<file path="src/rtl/encoder4_pend.sv">
// encoder4_pend: registered priority encoder with a pending-request register.
// Request lines are merged into pend every cycle; each pending line is
// returned as a binary code over a valid/ready handshake, one per cycle.
// Optional feature: define ENCODER_RR_EN for round-robin selection.
// Without it, the highest pending index always wins.
module encoder4_pend #(
  parameter int N_REQ  = 4,
  parameter int CODE_W = 2
) (
  input  logic              clk,
  input  logic              rst_n,
  input  logic [N_REQ-1:0]  req,
  input  logic              out_ready,
  output logic              out_valid,
  output logic [CODE_W-1:0] code,
  output logic [N_REQ-1:0]  pend,
  output logic              busy
);

  logic              fire;
  logic              any_pend;
  logic              grant;
  logic [CODE_W-1:0] sel;
  logic [N_REQ-1:0]  clr;
  logic [N_REQ-1:0]  pend_next;

  // The output slot can take a new code when empty or being drained.
  assign fire     = !out_valid || out_ready;
  // Only the registered pend is considered; this cycle's req waits a cycle.
  assign any_pend = |pend;
  assign grant    = fire && any_pend;
  assign busy     = any_pend || out_valid;

`ifdef ENCODER_RR_EN
  logic [CODE_W-1:0] ptr;
  logic [CODE_W-1:0] rr_idx;

  // Round-robin pick: first pending index at or above ptr, wrapping to 0.
  // Scanning from the far end down lets the nearest hit overwrite the rest.
  // NOTE: every variable written here gets a default first, so no latch is inferred.
  always_comb begin
    sel    = '0;
    rr_idx = '0;
    for (int k = N_REQ - 1; k >= 0; k--) begin
      // CODE_W-bit addition wraps N_REQ-1 -> 0 since N_REQ is a power of two.
      rr_idx = ptr + CODE_W'(k);
      if (pend[rr_idx]) sel = rr_idx;
    end
  end

  // Pointer advances past the granted line, only when a grant happens.
  // NOTE: state registers use non-blocking assignments so every flop samples pre-edge values.
  always_ff @(posedge clk or negedge rst_n) begin
    if (!rst_n) ptr <= '0;
    else if (grant) ptr <= sel + CODE_W'(1);
  end
`else
  // Fixed-priority pick: highest pending index wins.
  always_comb begin
    sel = '0;
    for (int i = 0; i < N_REQ; i++) begin
      if (pend[i]) sel = CODE_W'(i);
    end
  end
`endif

  // One-hot clear of the granted line.
  always_comb begin
    clr = '0;
    if (grant) clr[sel] = 1'b1;
  end

  // Set wins over clear: a line re-requested while granted stays pending.
  assign pend_next = (pend & ~clr) | req;

  // Pending-request register; repeated requests merge into one bit.
  always_ff @(posedge clk or negedge rst_n) begin
    if (!rst_n) pend <= '0;
    else        pend <= pend_next;
  end

  // Output slot: load a new code on fire, otherwise hold code and valid stable.
  // With nothing pending the slot empties but code keeps its last value.
  always_ff @(posedge clk or negedge rst_n) begin
    if (!rst_n) begin
      out_valid <= 1'b0;
      code      <= '0;
    end else if (fire) begin
      out_valid <= any_pend;
      if (any_pend) code <= sel;
    end
  end

endmodule

</file>
<file path="config.mk">
export PLATFORM = sky130hd
export DESIGN_NAME = encoder4_pend
export DESIGN_NICKNAME = d
export VERILOG_FILES = /design/src/rtl/encoder4_pend.sv
export SDC_FILE = /design/constraint.sdc
export NUM_CORES = 1
export LEC_CHECK = 0
export ABC_AREA = 1
export CAP_MARGIN = 20
export CORE_AREA = 5 5 42 44
export DETAILED_ROUTE_END_ITERATION = 7
export DIE_AREA = 0 0 47 49
export PLACE_DENSITY = 0.51
export SLEW_MARGIN = 20
export SYNTH_ARGS = -nofsm -noshare
export SYNTH_HDL_FRONTEND = slang
export SYNTH_SLANG_ARGS = --single-unit
export TNS_END_PERCENT = 20
</file>
<file path="constraint.sdc">
create_clock -name clk -period 2.9 [get_ports clk]
set_clock_uncertainty 0.1 [all_clocks]
set_input_delay 0.435 -clock clk [delete_from_list [all_inputs] [get_ports clk]]
set_output_delay 0.435 -clock clk [all_outputs]
set_load 0.05 [all_outputs]
</file>
==> metrics.cfg <==
[grt]
grt_usage = 0.0794
grt_pass1_wl_mm = 1.22
grt_overflow = 0
antenna_found_initial = 0
grt_pass1_vias = 283
grt_max_degree = 8

[yosys]
synth_compound_area_frac = 0.113
synth_xor_area_frac = 0
synthAdderAreaFrac = 0
yosys_warnings = 0
yosysSeqAreaShare = 0.528
synthCells = 35
synth.distinct_cells = 14
synth_top_cell_area_share = 0.528
synth_area_um2 = 332
synth-seq-cells = 7
synth-simple-area-share = 0.268
synth_nets = 42
yosys-top-cells-area = dfrtp_1 53%, nand2_1 9.1%, nand2_4 6.8%
synth.largest_area_cell = dfrtp_1
synth_mux_area_frac = 0
synth_top_family_by_area = simple AND/OR/NAND/NOR gates
syn_avg_cell_area_um2 = 9.47

[sta]
finalSetupTns_ns = 0
max-slew-margin-rel = 0.660
hold_viol = 0
min_period_ns = 2.30
rsz0062_at_grt = no
fmax_mhz = 435
worst_pin_slew_ns = 0.508
post-route-period-util = 0.792
setup_viol = 0
timing.hold.ws_ns = 0.343
slew_viol_final = 0

[floorplan]
die_h_um = 49
start_util = 0.237
die_area_um2 = 2300
io-pin-count = 15
num_rows = 14
die_w_um = 47
coreArea_um2 = 1400

[routing]
post-route-drc-count = 0
wl_per_cell_um = 10.9
vias_per_cell = 4.34
drtIter0Drc = 4
vias = 295
ant_nets = 0
dr.pass1.iters = 4
routed_wl_um = 741

[min_path]
holdCritPathClass = input port to async pin

[power]
ir_worst_vdd_mv = 0.333
p_leak_uw = 0.000241
power_density_nw_per_um2 = 528

[layout]
nNetsFinal = 60
multi_input_area_um2 = 126
final-seq-area_um2 = 175
n_antenna_cell = 0
area_growth_syn_to_layout_pct = 52.8
fillers = 160
drive_gt1_frac = 0.154

[clock_tree]
cts-root-buf = clkbuf_4
cts_tree = done
clockBufferDepth = 2
hold_buffers = 0
post_cts.repair.setup_buffers = 0
clock-sinks = 7
clock_latency_ns = 0.25
cts.repair.resized = 0
cts-buffers-inserted = 3
clkTransAtPathRegs_ns = 0.05
ctsHtreeMaxLevel = 1

[worst_setup_path]
start_kind = register
critical_path_class = register to primary output
worst_ep_arrival_time_ns = 1.76
endpoint_kind = primary output
startpoint = pend[1]
cp.required_ns = 2.37
r2r_start = pend[1]
crit_fanout = 5

[flow_run]
maxCapViolCount = 0

[placement]
gp_congestion = 0.726
portBuffers = 14
hpwl_um = 560

[status]
status = complete, no violations

[power breakdown]
part / total [uW] / internal [uW] / switching [uW]
registers: 112 / 105 / 6.73
logic: 70.1 / 26.4 / 43.7
clock network: 85.2 / 52.3 / 32.9
total: 267 / 184 / 83.3
[cells in the mapped netlist]
cell      instances
nand2_1           8
dfrtp_1           7
inv_1             5
nand3_1           3
nand2_4           2
o21ai_2           2
a21o_1            1
a21oi_1           1
buf_6             1
nor2_1            1
nor2_2            1
nor3_1            1
o21bai_1          1
or2_1             1
[path summary, 6_finish.rpt]
kind / endpoint / slack [ns] / depth (start not counted)
hold reg to reg: code[0] / 0.39 / 2
min in group clk: code[0] / 0.39 / 2
hold / removal: code[0] / 0.34 / 1
setup / recovery: busy / 0.60 / 3
max in group asynchronous: pend[2] / 2.12 / 1
setup reg to reg: code[1] / 1.73 / 5
[cell usage in the layout (no fill, tap or decap)]
master and n:
inv_1 5, a21o_1 1, nor3_1 1, nor2_1 1, nor2_2 1, clkbuf_1 1, a21oi_1 1, o21ai_2 2
nand3_1 3, nand2_1 8, clkdlybuf4s50_1 14, or2_1 1, nand2_4 2, o21bai_1 1, dfrtp_1 7, clkbuf_4 3
[cells by family after synthesis]
kind of cell	after synthesis
flip-flops	7
buffers and inverters	6
AO/OA/AOI/OAI	5
AND/OR/NAND/NOR	17
[sequential cells by signal, indices dropped and copies added (netlist names)]
signal	count
code	2
out_valid	1
pend	4
[critical path: stages, from the launching register on]
cell and delay [ns]:
dfrtp_1 0.42, nor2_1 0.26, nand3_1 0.12, clkdlybuf4s50_1 0.71
[layer usage]
metal	track usage	share of wire
met1	0.0854	0.37
met2	0.111	0.49
met3	0.0701	0.12
met4	0.0276	0.011
met5	0	0
[per-stage QoR]
stage / power, uW / cells / util / cell area (um2) / setup slack (ns)
after detailed placement: 184 / 64 / 0.343 / 480 / 0.865
after CTS: 275 / 68 / 0.362 / 507 / 0.585
after floorplan: 158 / 35 / - / 332 / 1.05
after global routing: 285 / 68 / 0.362 / 507 / 0.499
after global placement: 185 / 64 / 0.343 / 480 / 0.874
final: 267 / 68 / 0.362 / 507 / 0.603
[area by class of cell]
type | instances | area share
Sequential cell | 7 | 0.346
Timing Repair Buffer | 14 | 0.277
Multi-Input combinational cell | 22 | 0.249
Clock buffer | 4 | 0.0519
Tap cell | 16 | 0.0395
Inverter | 5 | 0.0370
Power figures use the tool's default switching activity.
